===== src/rtl/nbody_block_scheduler_if.sv =====
// Handshake bundle between the n-body block scheduler, the systolic array and the integrator.
// master = scheduler side, slave = array/integrator/controller side.
interface nbody_block_scheduler_if #(
  parameter int N_BODIES = 8,
  parameter int TILE     = 2
);
  localparam int NB = N_BODIES / TILE;
  localparam int BW = (NB > 1) ? $clog2(NB) : 1;
  localparam int IW = (N_BODIES > 1) ? $clog2(N_BODIES) : 1;

  logic          start;
  logic [15:0]   num_steps;
  logic          busy;
  logic          done;
  logic          blk_valid;
  logic          blk_ready;
  logic [BW-1:0] blk_i;
  logic [BW-1:0] blk_j;
  logic          blk_diag;
  logic          res_valid;
  logic          int_valid;
  logic          int_ready;
  logic [IW-1:0] int_body;
  logic [15:0]   step_cnt;
  logic          err;

  modport master (
    input  start, num_steps, blk_ready, res_valid, int_ready,
    output busy, done, blk_valid, blk_i, blk_j, blk_diag, int_valid, int_body, step_cnt, err
  );

  modport slave (
    output start, num_steps, blk_ready, res_valid, int_ready,
    input  busy, done, blk_valid, blk_i, blk_j, blk_diag, int_valid, int_body, step_cnt, err
  );
endinterface


===== src/rtl/nbody_block_scheduler.sv =====
// Tiled n-body timestep scheduler: issues force blocks (first descriptor 1 cycle after start), drains, then integrates.
// Issue stalls at MAX_OUTST in flight or !blk_ready; integration stalls on !int_ready. NBODY_SCHED_SYMMETRY_EN: upper triangle only.
module nbody_block_scheduler #(
  parameter int N_BODIES  = 8,
  parameter int TILE      = 2,
  parameter int MAX_OUTST = 4
) (
  input logic                     clk,
  input logic                     rst_n,
  nbody_block_scheduler_if.master bus
);
  localparam int NB = N_BODIES / TILE;
  localparam int BW = (NB > 1) ? $clog2(NB) : 1;
  localparam int IW = (N_BODIES > 1) ? $clog2(N_BODIES) : 1;
  localparam int OW = $clog2(MAX_OUTST + 1);

  localparam logic [BW-1:0] BLK_LAST  = BW'(NB - 1);
  localparam logic [IW-1:0] BODY_LAST = IW'(N_BODIES - 1);
  localparam logic [OW-1:0] OUT_MAX   = OW'(MAX_OUTST);

  localparam logic [2:0] S_IDLE  = 3'd0;
  localparam logic [2:0] S_ISSUE = 3'd1;
  localparam logic [2:0] S_DRAIN = 3'd2;
  localparam logic [2:0] S_INTEG = 3'd3;
  localparam logic [2:0] S_FIN   = 3'd4;

  logic [2:0]    state;
  logic [15:0]   steps_q;
  logic [15:0]   step_cnt_q;
  logic [OW-1:0] outst;
  logic [BW-1:0] bi;
  logic [BW-1:0] bj;
  logic [IW-1:0] body;
  logic          err_q;
  logic          blk_hs;
  logic          int_hs;
  logic          row_end;
  logic          last_blk;

  assign bus.blk_valid = (state == S_ISSUE) && (outst != OUT_MAX);
  assign bus.int_valid = (state == S_INTEG);
  assign bus.busy      = (state == S_ISSUE) || (state == S_DRAIN) || (state == S_INTEG);
  assign bus.done      = (state == S_FIN);
  assign bus.blk_i     = bi;
  assign bus.blk_j     = bj;
  assign bus.blk_diag  = (bi == bj);
  assign bus.int_body  = body;
  assign bus.step_cnt  = step_cnt_q;
  assign bus.err       = err_q;

  assign blk_hs   = bus.blk_valid && bus.blk_ready;
  assign int_hs   = bus.int_valid && bus.int_ready;
  assign row_end  = (bj == BLK_LAST);
  assign last_blk = row_end && (bi == BLK_LAST);

  // A result with nothing in flight, or outside a run, is a protocol error; the counter never underflows.
  always_ff @(posedge clk or negedge rst_n) begin
    if (!rst_n) begin
      outst <= '0;
      err_q <= 1'b0;
    end else begin
      if (bus.res_valid && ((outst == '0) || (state == S_IDLE) || (state == S_FIN)))
        err_q <= 1'b1;
      if (blk_hs && !bus.res_valid)
        outst <= outst + OW'(1);
      else if (!blk_hs && bus.res_valid && (outst != '0))
        outst <= outst - OW'(1);
    end
  end

  always_ff @(posedge clk or negedge rst_n) begin
    if (!rst_n) begin
      state      <= S_IDLE;
      steps_q    <= '0;
      step_cnt_q <= '0;
      bi         <= '0;
      bj         <= '0;
      body       <= '0;
    end else begin
      case (state)
        S_IDLE: begin
          if (bus.start) begin
            steps_q    <= bus.num_steps;
            step_cnt_q <= '0;
            bi         <= '0;
            bj         <= '0;
            body       <= '0;
            state      <= (bus.num_steps == 16'd0) ? S_FIN : S_ISSUE;
          end
        end
        S_ISSUE: begin
          if (blk_hs) begin
            if (last_blk) begin
              bi    <= '0;
              bj    <= '0;
              state <= S_DRAIN;
            end else if (row_end) begin
              bi <= bi + BW'(1);
`ifdef NBODY_SCHED_SYMMETRY_EN
              bj <= bi + BW'(1);
`else
              bj <= '0;
`endif
            end else begin
              bj <= bj + BW'(1);
            end
          end
        end
        S_DRAIN: begin
          if (outst == '0)
            state <= S_INTEG;
        end
        S_INTEG: begin
          if (int_hs) begin
            if (body == BODY_LAST) begin
              body       <= '0;
              step_cnt_q <= step_cnt_q + 16'd1;
              state      <= ((step_cnt_q + 16'd1) == steps_q) ? S_FIN : S_ISSUE;
            end else begin
              body <= body + IW'(1);
            end
          end
        end
        S_FIN:   state <= S_IDLE;
        default: state <= S_IDLE;
      endcase
    end
  end
endmodule


===== src/flat_wrapper.sv =====
// flat-port wrapper written by rule: the top's interface ports become plain ports
module nbody_block_scheduler_flat 
#(
  parameter int N_BODIES  = 8,
  parameter int TILE      = 2,
  parameter int MAX_OUTST = 4
)
  (clk, rst_n, bus_start, bus_num_steps, bus_blk_ready, bus_res_valid, bus_int_ready, bus_busy, bus_done, bus_blk_valid, bus_blk_i, bus_blk_j, bus_blk_diag, bus_int_valid, bus_int_body, bus_step_cnt, bus_err);
  nbody_block_scheduler_if #(.N_BODIES(N_BODIES), .TILE(TILE)) bus_i ();
  input logic clk;
  input logic rst_n;
  input wire logic [$bits(bus_i.start)-1:0] bus_start;
  input wire logic [$bits(bus_i.num_steps)-1:0] bus_num_steps;
  input wire logic [$bits(bus_i.blk_ready)-1:0] bus_blk_ready;
  input wire logic [$bits(bus_i.res_valid)-1:0] bus_res_valid;
  input wire logic [$bits(bus_i.int_ready)-1:0] bus_int_ready;
  output wire logic [$bits(bus_i.busy)-1:0] bus_busy;
  output wire logic [$bits(bus_i.done)-1:0] bus_done;
  output wire logic [$bits(bus_i.blk_valid)-1:0] bus_blk_valid;
  output wire logic [$bits(bus_i.blk_i)-1:0] bus_blk_i;
  output wire logic [$bits(bus_i.blk_j)-1:0] bus_blk_j;
  output wire logic [$bits(bus_i.blk_diag)-1:0] bus_blk_diag;
  output wire logic [$bits(bus_i.int_valid)-1:0] bus_int_valid;
  output wire logic [$bits(bus_i.int_body)-1:0] bus_int_body;
  output wire logic [$bits(bus_i.step_cnt)-1:0] bus_step_cnt;
  output wire logic [$bits(bus_i.err)-1:0] bus_err;
  assign bus_i.start = bus_start;
  assign bus_i.num_steps = bus_num_steps;
  assign bus_i.blk_ready = bus_blk_ready;
  assign bus_i.res_valid = bus_res_valid;
  assign bus_i.int_ready = bus_int_ready;
  assign bus_busy = bus_i.busy;
  assign bus_done = bus_i.done;
  assign bus_blk_valid = bus_i.blk_valid;
  assign bus_blk_i = bus_i.blk_i;
  assign bus_blk_j = bus_i.blk_j;
  assign bus_blk_diag = bus_i.blk_diag;
  assign bus_int_valid = bus_i.int_valid;
  assign bus_int_body = bus_i.int_body;
  assign bus_step_cnt = bus_i.step_cnt;
  assign bus_err = bus_i.err;
  nbody_block_scheduler #(.N_BODIES(N_BODIES), .TILE(TILE), .MAX_OUTST(MAX_OUTST)) u_core (.clk(clk), .rst_n(rst_n), .bus(bus_i));
endmodule

===== config.mk =====
export PLATFORM = sky130hd
export DESIGN_NAME = nbody_block_scheduler_flat
export DESIGN_NICKNAME = d
export VERILOG_FILES = /design/src/rtl/nbody_block_scheduler_if.sv /design/src/rtl/nbody_block_scheduler.sv /design/src/flat_wrapper.sv
export SDC_FILE = /design/constraint.sdc
export NUM_CORES = 1
export LEC_CHECK = 0
export ABC_AREA = 1
export CAP_MARGIN = 10
export CORE_AREA = 3 3 92 94
export CTS_CLUSTER_SIZE = 8
export DETAILED_ROUTE_END_ITERATION = 8
export DIE_AREA = 0 0 95 97
export PLACE_DENSITY_LB_ADDON = 0.3
export REMOVE_ABC_BUFFERS = 1
export SETUP_SLACK_MARGIN = 0.3
export SLEW_MARGIN = 20
export SYNTH_ARGS = -nofsm -noshare
export SYNTH_HDL_FRONTEND = slang
export SYNTH_SLANG_ARGS = --single-unit
export TNS_END_PERCENT = 1

===== constraint.sdc =====
create_clock -name clk -period 6.1 [get_ports clk]
set_input_delay 0.61 -clock clk [delete_from_list [all_inputs] [get_ports clk]]
set_output_delay 0.61 -clock clk [all_outputs]
set_load 0.1 [all_outputs]

# Word-level counts from Yosys, hierarchy flattened

Cells that the tools add are included.

Register bits after elaboration: 46
Output and inout port bits: 29

Add/subtract/negate cells: 6
Equal/unequal tests: 17
Muxes and demuxes: 28
Reduce and logical (&&, ||, !) cells: 27

Operators with widths:

| cell                    | count |
|---|---|
| $mux W16                | 3 |
| $mux W3                 | 13 |
| $pmux W16 S2            | 1 |
| $add A16 B1 Y16 const B | 1 |
| $eq A16 B16 Y1          | 1 |
| $logic_not A16 Y1       | 1 |
| $mux W2                 | 7 |
| $pmux W3 S4             | 1 |
| $logic_and A1 B1 Y1     | 8 |
| $ne A2 B2 Y1 const B    | 4 |
| $pmux W2 S2             | 2 |
| $reduce_and A4 Y1       | 2 |
| $add A3 B1 Y3 const B   | 2 |
| $eq A3 B2 Y1 const B    | 2 |
| $eq A3 B3 Y1 const B    | 2 |
| $logic_not A3 Y1        | 2 |
| $pmux W3 S2             | 1 |
| $reduce_and A3 Y1       | 2 |
| $reduce_and A6 Y1       | 1 |
| $reduce_bool A2 Y1      | 3 |
| $add A2 B1 Y2 const B   | 2 |
| $eq A2 B2 Y1 const B    | 2 |
| $logic_or A1 B1 Y1      | 4 |
| $ne A2 B1 Y1 const B    | 2 |
| 8 further kinds         | 9 |

# Longest topological paths before layout

Gate-level depths: netlist (run 1).

Depth after elaboration: 8
Gate-level depth with buffers: 16
Depth with buffers taken out: 16

# Least setup slack after synthesis (run 1)

OpenSTA, ideal clock, no wires.

Path type: flip-flop to flip-flop
Start point: reg u_core.state[2]
End point: reg u_core.outst[2]
Arrival time: 3.565 ns
Slack: 2.417 ns
Stages on the path, launching flop included: 12
Clock period less this slack: 3.683 ns
Cell sequence: dfrtp_1 -> inv_2 -> nand3_2 -> a21oi_1 -> and2_2 -> inv_2 -> or2_4 -> fa_1 -> o21ai_2 -> o21ai_1 -> xor2_1 -> inv_1

Cells in the longest elaborated chain, start to end: 7

Ends and longest elaborated chain:

| element                           | RTL line                     | source |
|---|---|---|
| from (decl)                       | nbody_block_scheduler.sv:27  | `logic [2:0] state;` |
| from (signal assigned)            | nbody_block_scheduler.sv:88  | `state <= (bus.num_steps == 16'd0) ? S_FIN : S_ISSUE;` |
| from (signal assigned)            | nbody_block_scheduler.sv:118 | `state <= ((step_cnt_q + 16'd1) == steps_q) ? S_FIN : S_ISSUE;` |
| $eq A3 B1 Y1 *                    | nbody_block_scheduler.sv:40  | `assign bus.blk_valid = (state == S_ISSUE) && (outst != OUT_MAX);` |
| $logic_and A1 B1 Y1 *             | nbody_block_scheduler.sv:40  |  |
| named net bus_blk_valid           | flat_wrapper.sv:19           | `output wire logic [$bits(bus_i.blk_valid)-1:0] bus_blk_valid;` |
| $logic_and A1 B1 Y1 *             | nbody_block_scheduler.sv:51  | `assign blk_hs = bus.blk_valid && bus.blk_ready;` |
| $logic_not A1 Y1                  | nbody_block_scheduler.sv:66  | `else if (!blk_hs && bus.res_valid && (outst != '0))` |
| $logic_and A1 B1 Y1 (2 in series) | nbody_block_scheduler.sv:66  |  |
| $reduce_bool A2 Y1 (no line)      | n/a                          |  |
| to (signal assigned)              | nbody_block_scheduler.sv:65  | `outst <= outst + OW'(1);` |
| to (signal assigned)              | nbody_block_scheduler.sv:67  | `outst <= outst - OW'(1);` |
| to (decl)                         | nbody_block_scheduler.sv:30  | `logic [OW-1:0] outst;` |

Mark *: on every way through the listed nets, which the timed path passes. The rest lies on a longest branch.
A chain may end at the register's enable or synchronous reset.

# Worst setup path in the final report (run 1)

Start point: reg u_core.state[2]
End point: out bus_int_valid

Cells in the longest elaborated chain, start to end: 1

Ends and longest elaborated chain:

| element      | RTL line                    | source |
|---|---|---|
| $eq A3 B2 Y1 | nbody_block_scheduler.sv:41 | `assign bus.int_valid = (state == S_INTEG);` |
| to (decl)    | flat_wrapper.sv:23          | `output wire logic [$bits(bus_i.int_valid)-1:0] bus_int_valid;` |

Every way passes these cells.

==> impl_results.md, run 1 <==
* CP Cell Sequence: inv_2 -> nand2_1 -> nor2_2 -> clkdlybuf4s50_1
* Synth warnings at 0
* CTS max path bufs at 2
* Core area at around 7700 um2
* Total Wirelength at 6920 um
* Worst path max stage delay at between 1 and 1.5 ns
* H-tree levels at 2
* Total Power at between 1000 and 1500 uW
* # Max-Cap Violations at 0
* Worst Tran Pin Value at ~0.99 ns
* Post-synthesis sequential area ratio at 0.4051
* Die height at 97 um
* GR Util All Layers at 0.1581
* Initial core utilization at 0.3677
* Yosys reg bits at 46
* M3 GR Usage at 0.03733
* Clock Skew at a little over 0.007 ns
* Post-layout util at 0.4574
* Fin crit period at ~3.0 ns
* Total negative slack at 0 ns
* Final setup viols at 0
* Register area at approximately 1200 um2
* Slowest stage cell on the critical path: clkdlybuf4s50_1
* Critical path class: flip-flop to output port
* Clk root buf: clkbuf_8
* Finished Cell Area at 3535 um2
* Async set or reset register ratio after synthesis at 1.000
* Total CTS buffers at 5
* Vias in the first global route at around 2500
* ANT nets after route at 0
* Synthesized cell area at approximately 2800 um2
* R2R depth at 7
* Via density at ~5
* Wirelength per Cell at 12.91 um
* Synth Instances at between 300 and 400
* IO Pins at 51
* CTS tree: done
* Ratio of cells with drive above 1 in the final layout at 0.06912
* DR pass1 iterations at 4
* Pleak at approximately 0.0016 uW
* Site Rows at 32
* # diodes at 0
* Critical path buffer and inverter count at 2
* Synth Flop Type: dfrtp_1
* Clk_lat worst skew at about 0.30 ns
* Setup Buffers After CTS at 0
* First-pass GRT wire length at 11740 um
* Post-DP HPWL at about 5300 um
* Global route total overflow at 0
* Worst-path clk slew at around 0.090 ns
* Die ar. at ~9000 um2
* Iter 0 DRT Violations at slightly above 90
* CP arrival at about 2.4 ns
* Total power density per cell area at just under 400 nW/um2
* Worst rel slew slack at 0.3354
* Die width at roughly 95 um
* Grt peak-use layer: met2
* Commonest non-fill, non-tap cell in the layout: nand2_1
* R2r startpoint: u_core.state[0]
* Post-synth cell types at 33
* Status: completed
* Endpoint class of the critical path: output port
* Met1 Use GR at 0.2112
* Mapped Avg Cell Area at approximately 7.5 um2
* Fin crit share at 0.4907
* Crit path max-delay family: buffers and inverters
* Placer's final routability congestion estimate at slightly above 0.8
* Hold_buf cts at 0
* Pins over their slew limit at 0
* Clk sink count at 46
* Cell area after placement at 3456 um2
* RSZ-0062 raised after global routing: no
* Post-route DRC at 0
* FF-to-FF setup slack at ~3.3 ns
* Initial antenna violation count at 0
* Final hold violation count at 0
* Worst vdd ir at roughly 0.00047 V
* IO Port Bufs at 50
* CP startpoint kind: flip-flop
* Most frequent cells in the layout: nand2_1 (97), inv_1 (63), clkdlybuf4s50_1 (49), dfrtp_1 (46), nand3_1 (34)
* Vias at between 2000 and 3000
* Worst Path Required at roughly 5.5 ns
* CP max FO at 9
* Met2 global-route usage at 0.2619
* EDFF count, synth at 0
* Synthesis-to-layout area growth at 24.39%
* Fill cells at between 700 and 800
* Hold Crit Class: input pin to asynchronous set/reset pin
* Post-CTS Resized at 0
* Max Freq at 334.1 MHz
* Multi-input gate area at between 1000 and 1500 um2
* R2R Path End: u_core.bus.step_cnt[2]
* Final nets at about 460
* Largest net degree at the start of global routing at 47
-- logic make-up after synthesis --
group | share of synthesized area
and+or+nand+nor | 0.3201
buffers and inverters | 0.09159
adders and majority gates | 0.02906
xor gates and xnor gates | 0.04359
AOI/OAI and AO/OA | 0.1066
muxes | 0.003963
DFF | 0.4051
-- through the flow --
step / cells / hold WS, ns / setup slack [ns]
after floorplan: 376 / 0.3144 / 2.417
after global placement: 529 / 0.4586 / 3.205
after detailed placement: 529 / 0.4624 / 3.122
after CTS: 536 / 0.4333 / 3.093
after global routing: 536 / 0.4545 / 2.927
final: 536 / 0.3957 / 3.107
-- metal layers --
| metal | routed length (um) | part of all wire |
|---|---|---|
| met1 | 3135 | 0.45 |
| met2 | 3441 | 0.50 |
| met3 | 343 | 0.050 |
| met4 | 0 | 0 |
| met5 | 0 | 0 |
-- where the power goes --
group / switching (uW) / internal (uW)
combinational: 510 / 219
sequential: 81.5 / 391
clock: 104 / 77.2
-- cells in the mapped netlist (2+ instances only) --
| master | n | area share |
|---|---|---|
| nand3_1 | 34 | 0.060 |
| xnor3_1 | 2 | 0.016 |
| nor2_1 | 21 | 0.028 |
| clkbuf_1 | 3 | 0.0040 |
| nand3b_1 | 6 | 0.016 |
| a21oi_1 | 7 | 0.012 |
| inv_1 | 63 | 0.083 |
| o21ai_1 | 3 | 0.0053 |
| nor3_1 | 3 | 0.0053 |
| o22ai_1 | 8 | 0.018 |
| xor2_1 | 8 | 0.025 |
| o21ai_0 | 33 | 0.058 |
| dfrtp_1 | 46 | 0.41 |
| nand2_1 | 97 | 0.13 |
| nor2_4 | 4 | 0.016 |
| o21ai_2 | 3 | 0.0092 |
| inv_2 | 2 | 0.0026 |
| nor2_2 | 3 | 0.0066 |
| ha_1 | 5 | 0.022 |
| nand4_1 | 16 | 0.035 |
-- area by class of cell --
| cell class | count | share of cell area |
|---|---|---|
| well taps | 102 | 0.03611 |
| repair buffers | 51 | 0.1423 |
| flip-flops and latches | 46 | 0.3257 |
| multi-input cells | 265 | 0.4046 |
| clock inverters | 2 | 0.002832 |
| inverters | 65 | 0.06903 |
| clock buffers | 5 | 0.01947 |
-- worst register-to-register path: cells and delay by family, from the launching register on --
family	cells	cell delay (ns)
buffers and inverters	1	0.10
DFF	1	0.44
AOI/OAI and AO/OA	2	1.05
and+or+nand+nor	4	1.16
-- sequential cells by signal, indices dropped and copies added (netlist names) --
signal and cells:
u_core.steps_q 16, u_core.bus.blk_i 2, u_core.bus.int_body 3, u_core.outst 3
u_core.state 3, u_core.bus.blk_j 2, u_core.bus.step_cnt 16, u_core.bus.err 1
-- worst max path at each step --
stage                    startpoint                endpoint  slack, ns  depth (start not counted)
finish              u_core.state[2]           bus_int_valid       3.11                          4
CTS                 u_core.state[2]           bus_int_valid       3.09                          4
floorplan           u_core.state[2]         u_core.outst[2]       2.42                         11
global route        u_core.state[0]  u_core.bus.step_cnt[2]       2.93                          7
global placement          bus_start  u_core.bus.step_cnt[2]       3.20                          5
detailed placement        bus_start  u_core.bus.step_cnt[2]       3.12                          5
Power figures use the tool's default switching activity.
==> run 2: changes to the inputs <==
==> constraint.sdc (replaced) <==
create_clock -name clk -period 3.1 [get_ports clk]
set_input_delay 0.31 -clock clk [delete_from_list [all_inputs] [get_ports clk]]
set_output_delay 0.31 -clock clk [all_outputs]
set_load 0.1 [all_outputs]
==> impl_results.md, run 2 (synthesized netlist as in run 1, its figures left out) <==
* Worst rel slew slack at 0.3461
* Slowest stage cell on the critical path: dfrtp_1
* Global route total overflow at 0
* Final setup viols at 0
* Initial core utilization at 0.3677
* IO Port Bufs at 50
* Ratio of cells with drive above 1 in the final layout at 0.1216
* Placed instance count at between 500 and 600
* CP arrival at about 2.4 ns
* Worst Tran Pin Value at 0.9778 ns
* CP max FO at 5
* Fin crit period at ~2.2 ns
* Post-CTS Resized at 0
* Die ar. at around 9200 um2
* Clock Skew at around 0.011 ns
* Most frequent cells in the layout: nand2_1 (97), inv_1 (63), dfrtp_1 (46), nand3_1 (34), o21ai_0 (33)
* Gate power share at 0.507
* FF-to-FF setup slack at between 0.8 and 0.9 ns
* Post-DP HPWL at around 5500 um
* Pleak at approximately 0.0017 uW
* Endpoint class of the critical path: flip-flop
* Sw Ratio at 0.4927
* Max Freq at roughly 450 MHz
* CP Cell Sequence: inv_2 -> nand3_2 -> a21oi_1 -> and2_2 -> inv_2 -> or2_4 -> fa_1 -> o21ai_2 -> o21ai_1 -> xor2_1 -> inv_1
* Vias in the first global route at 2680
* R2R depth at 11
* RSZ-0062 raised after global routing: no
* Final hold violation count at 0
* Final nets at between 400 and 500
* P_sw at 1387 uW
* Site Rows at 32
* Placer's final routability congestion estimate at a little over 0.8
* Clk sink count at 46
* ANT nets after route at 0
* R2r startpoint: u_core.state[2]
* Wirelength per Cell at 13.26 um
* Worst-path clk slew at approximately 0.10 ns
* Post-Route M1 WL at between 3000 and 4000 um
* Cell area after placement at ~3400 um2
* Pins over their slew limit at 0
* Synthesis-to-layout area growth at 23.82%
* Routed wl met2 at 3542 um
* Die width at 95 um
* CP endpoint: u_core.outst[2]
* First-pass GRT wire length at about 12000 um
* Hold Slack at slightly below 0.09 ns
* GR Util All Layers at 0.1635
* Sequential Power Share at 0.332
* Finished Cell Area at between 3000 and 4000 um2
* Worst Path Required at around 3.3 ns
* Die height at around 97 um
* Fin crit share at 0.7246
* CP startpoint: u_core.state[2]
* CP startpoint kind: flip-flop
* Clk_lat worst skew at 0.30 ns
* CTS tree: done
* Initial antenna violation count at 0
* Met3 WL at between 200 and 300 um
* Largest net degree at the start of global routing at 37
* IO Pins at around 50
* Clk root buf: clkbuf_8
* Clock power frac at 0.161
* CTS max path bufs at 2
* Final cell count without fillers at approximately 540
* Via density at approximately 4.9
* Status: completed
* Worst vdd ir at about 0.00095 V
* Top layer in use: met4
* # diodes at 0
* H-tree levels at 2
* Vias at 2617
* Worst path max stage delay at between 0.4 and 0.5 ns
* Iter 0 DRT Violations at 143
* Commonest non-fill, non-tap cell in the layout: nand2_1
* Core area at just under 8000 um2
* # Max-Cap Violations at 0
* Most used cell along the critical path: inv_2
* Setup Buffers After CTS at 0
* Total negative slack at 0 ns
* Total CTS buffers at 5
* Post-route DRC at 0
* Critical path class: flip-flop to flip-flop
* Total Wirelength at 7134 um
* Total power density per cell area at between 800 and 900 nW/um2
* Hold_buf cts at 0
* R2R Path End: u_core.outst[2]
* DR pass1 iterations at 5
* P_int at between 1000 and 1500 uW
* Fill cells at ~750
* Hold Crit Class: input pin to asynchronous set/reset pin
## run 2: layer usage
layer,vias up,GRT usage
li1,1348,-
met3,2,0.02955
met5,-,0
met1,1221,0.2185
met2,46,0.2760
met4,0,0.03108
## run 2: worst min-delay path by stage
stage	from	endpoint	slack [ns]
4_1_cts	rst_n	u_core.bus.step_cnt[1]	0.12
3_3_place_gp	rst_n	u_core.bus.step_cnt[1]	0.45
5_1_grt	rst_n	u_core.bus.step_cnt[1]	0.14
2_1_floorplan	rst_n	u_core.bus.blk_i[0]	0.01
6_report	rst_n	u_core.bus.step_cnt[15]	0.09
3_5_place_dp	rst_n	u_core.bus.step_cnt[1]	0.45
## run 2: stage by stage
step	setup slack (ns)	util	total power [uW]
floorplan	-0.5831	-	2009
global placement	0.8571	0.4411	2350
detailed placement	0.7852	0.4411	2378
CTS	0.8425	0.4553	2835
global route	0.6729	0.4553	3031
finish	0.8538	0.4553	2815
## run 2: area by class of cell
| cell class | instances | area (um2) | share of cell area |
|---|---|---|---|
| Timing Repair Buffer | 52 | 455.4 | 0.1294 |
| Clock buffer | 6 | 72.57 | 0.02063 |
| Sequential cell | 46 | 1151 | 0.3272 |
| Clock inverter | 2 | 37.54 | 0.01067 |
| Inverter | 65 | 244.0 | 0.06935 |
| Multi-Input combinational cell | 265 | 1430 | 0.4065 |
| Tap cell | 102 | 127.6 | 0.03627 |
## run 2: worst max-delay path: cells and delay by family, from the launching register on
kind	cells	cell delay, ns
and+or+nand+nor	3	0.58
DFF	1	0.42
adders and majority gates	1	0.41
AOI/OAI and AO/OA	3	0.39
buffers and inverters	3	0.20
xor gates and xnor gates	1	0.13
## run 2: power by group through the flow
stage / logic, uW / clock network [uW] / registers [uW]
2_1_floorplan: 868 / 0 / 1140
3_3_place_gp: 1420 / 0 / 933
3_5_place_dp: 1440 / 0 / 942
4_1_cts: 1440 / 461 / 931
5_1_grt: 1590 / 483 / 958
6_report: 1430 / 452 / 935
==> run 3: changes to the inputs <==
==> constraint.sdc (replaced) <==
create_clock -name clk -period 2 [get_ports clk]
set_input_delay 0.2 -clock clk [delete_from_list [all_inputs] [get_ports clk]]
set_output_delay 0.2 -clock clk [all_outputs]
set_load 0.1 [all_outputs]
==> impl_results.md, run 3 (synthesized netlist as in run 1, its figures left out) <==
* Site Rows at 32
* CP startpoint kind: flip-flop
* Most used cell along the critical path: inv_2
* R2R depth at 11
* Global route total overflow at 0
* Fill cells at roughly 770
* CTS tree: done
* Pins over their slew limit at 0
* Clk root buf: clkbuf_8
* H-tree levels at 2
* FF-to-FF setup slack at ~0.066 ns
* Clk_lat worst skew at 0.30 ns
* IO Port Bufs at 50
* CP max FO at 2
* Fin crit period at 1.934 ns
* Initial antenna violation count at 0
* Most frequent cells in the layout: nand2_1 (94), inv_1 (63), dfrtp_1 (44), buf_4 (43)
* Worst path max stage delay at 0.40 ns
* R2r startpoint: u_core.state[2]
* Pleak at roughly 0.0018 uW
* Vias at about 2700
* WP depth at 11
* Initial core utilization at 0.3677
* Max Freq at ~520 MHz
* Worst Path Required at around 2.2 ns
* CTS max path bufs at 2
* Fin crit share at 0.9669
* CP endpoint: u_core.outst[2]
* Ratio of cells with drive above 1 in the final layout at 0.1982
* Clock Skew at approximately 0.009 ns
* Die height at approximately 97 um
* Clk sink count at 46
* RSZ-0062 raised after global routing: yes
* Post-DP HPWL at ~5400 um
* DR pass1 iterations at 4
* Vias in the first global route at between 2000 and 3000
* CP startpoint: u_core.state[2]
* Post-layout util at 0.4832
* Hold Slack at -0.01678 ns
* GR Util All Layers at 0.1635
* R2R Path End: u_core.outst[2]
* # Max-Cap Violations at 0
* Post-route DRC at 0
* Worst-path clk slew at around 0.09 ns
* # diodes at 0
* CP Cell Sequence: inv_2 -> nand3_2 -> a21oi_2 -> and2_4 -> inv_2 -> or2_4 -> fa_2 -> o21ai_2 -> o21ai_1 -> xor2_1 -> inv_1
* IO Pins at between 50 and 60
* CP arrival at between 2 and 2.5 ns
* ANT nets after route at 0
* Worst rel slew slack at 0.6065
* Hold Crit Class: input pin to asynchronous set/reset pin
* Wirelength per Cell at ~13 um
* Crit path max-delay family: simple AND/OR/NAND/NOR gates
* Failing checks: hold timing
* Total Wirelength at around 7000 um
* Die width at approximately 95 um
* Status: finished with violations
* Multi-input gate area at 1484 um2
* Core area at roughly 7700 um2
* Placer's final routability congestion estimate at between 0.7 and 0.8
* Largest net degree at the start of global routing at between 40 and 50
* Synthesis-to-layout area growth at 31.40%
* Worst Tran Pin Value at around 0.59 ns
* Iter 0 DRT Violations at 89
* Final setup viols at 0
* Commonest non-fill, non-tap cell in the layout: nand2_1
* Worst vdd ir at roughly 0.0018 V
* Hold_buf cts at 0
* First-pass GRT wire length at 12230 um
* Total CTS buffers at 5
* Critical path buffer and inverter count at 3
* Final nets at slightly below 500
* Critical path class: flip-flop to flip-flop
* Total power density per cell area at 1218 nW/um2
* Register area at ~1200 um2
* Final hold violation count at 20
* Via density at 4.847
* Endpoint class of the critical path: flip-flop
* Die ar. at between 9000 and 10000 um2
* Slowest stage cell on the critical path: dfrtp_1
## run 3: layer usage
metal | share of wire | track usage | wire [um]
met3 | 0.048 | 0.02955 | 347
met4 | 0.010 | 0.04107 | 74
met1 | 0.45 | 0.2198 | 3231
met2 | 0.49 | 0.2695 | 3509
met5 | 0 | 0 | 0
## run 3: cell type report
cell class | count | share of cell area
tap | 102 | 0.03418
timing repair buffer | 70 | 0.1736
clock buffer | 7 | 0.02044
inverter | 65 | 0.06535
sequential | 46 | 0.3090
multi-input combinational | 266 | 0.3975
## run 3: metrics by stage
step / total power (uW) / worst slack [ns] / instance area (um2) / setup TNS (ns) / cells
floorplan: 3097 / -1.683 / 2825 / -19.97 / 376
finish: 4546 / 0.06624 / 3734 / 0 / 556
global placement: 3921 / 0.02394 / 3573 / 0 / 546
CTS: 4566 / 0.05868 / 3665 / 0 / 554
global route: 4891 / -0.09842 / 3734 / -0.2192 / 556
detailed placement: 3960 / -0.02658 / 3573 / -0.02658 / 546
## run 3: where the power goes
group | internal, uW | total [uW] | switching [uW]
clock network | 242 | 552 | 311
registers | 1190 | 1420 | 227
logic | 913 | 2570 | 1660
total | 2350 | 4550 | 2200
## run 3: timing repair
| action | in CTS | in global routing |
|---|---|---|
| gates resized for setup | 3 | 13 |
| cloned | 0 | 1 |
| setup endpoints to repair | 41 | 46 |
| buffers inserted | 1 | 1 |
| pin swaps | 0 | 6 |
## run 3: worst min path at each step
stage          start                     end  slack [ns]  cells after the start
5_1_grt        rst_n  u_core.bus.step_cnt[0]        0.04                      2
3_5_place_dp   rst_n  u_core.bus.step_cnt[0]        0.34                      2
2_1_floorplan  rst_n     u_core.bus.blk_i[0]        -0.1                      0
4_1_cts        rst_n  u_core.bus.step_cnt[0]       0.004                      2
3_3_place_gp   rst_n  u_core.bus.step_cnt[0]        0.34                      2
6_report       rst_n  u_core.bus.step_cnt[0]       -0.02                      2
## run 3: worst register-to-register path, stage by stage (launching register included)
cell and delay (ns):
dfrtp_1 0.40, inv_2 0.07, nand3_2 0.08, a21oi_2 0.14, and2_4 0.16, inv_2 0.03, or2_4 0.22, fa_2 0.35
o21ai_2 0.13, o21ai_1 0.08, xor2_1 0.13, inv_1 0.05
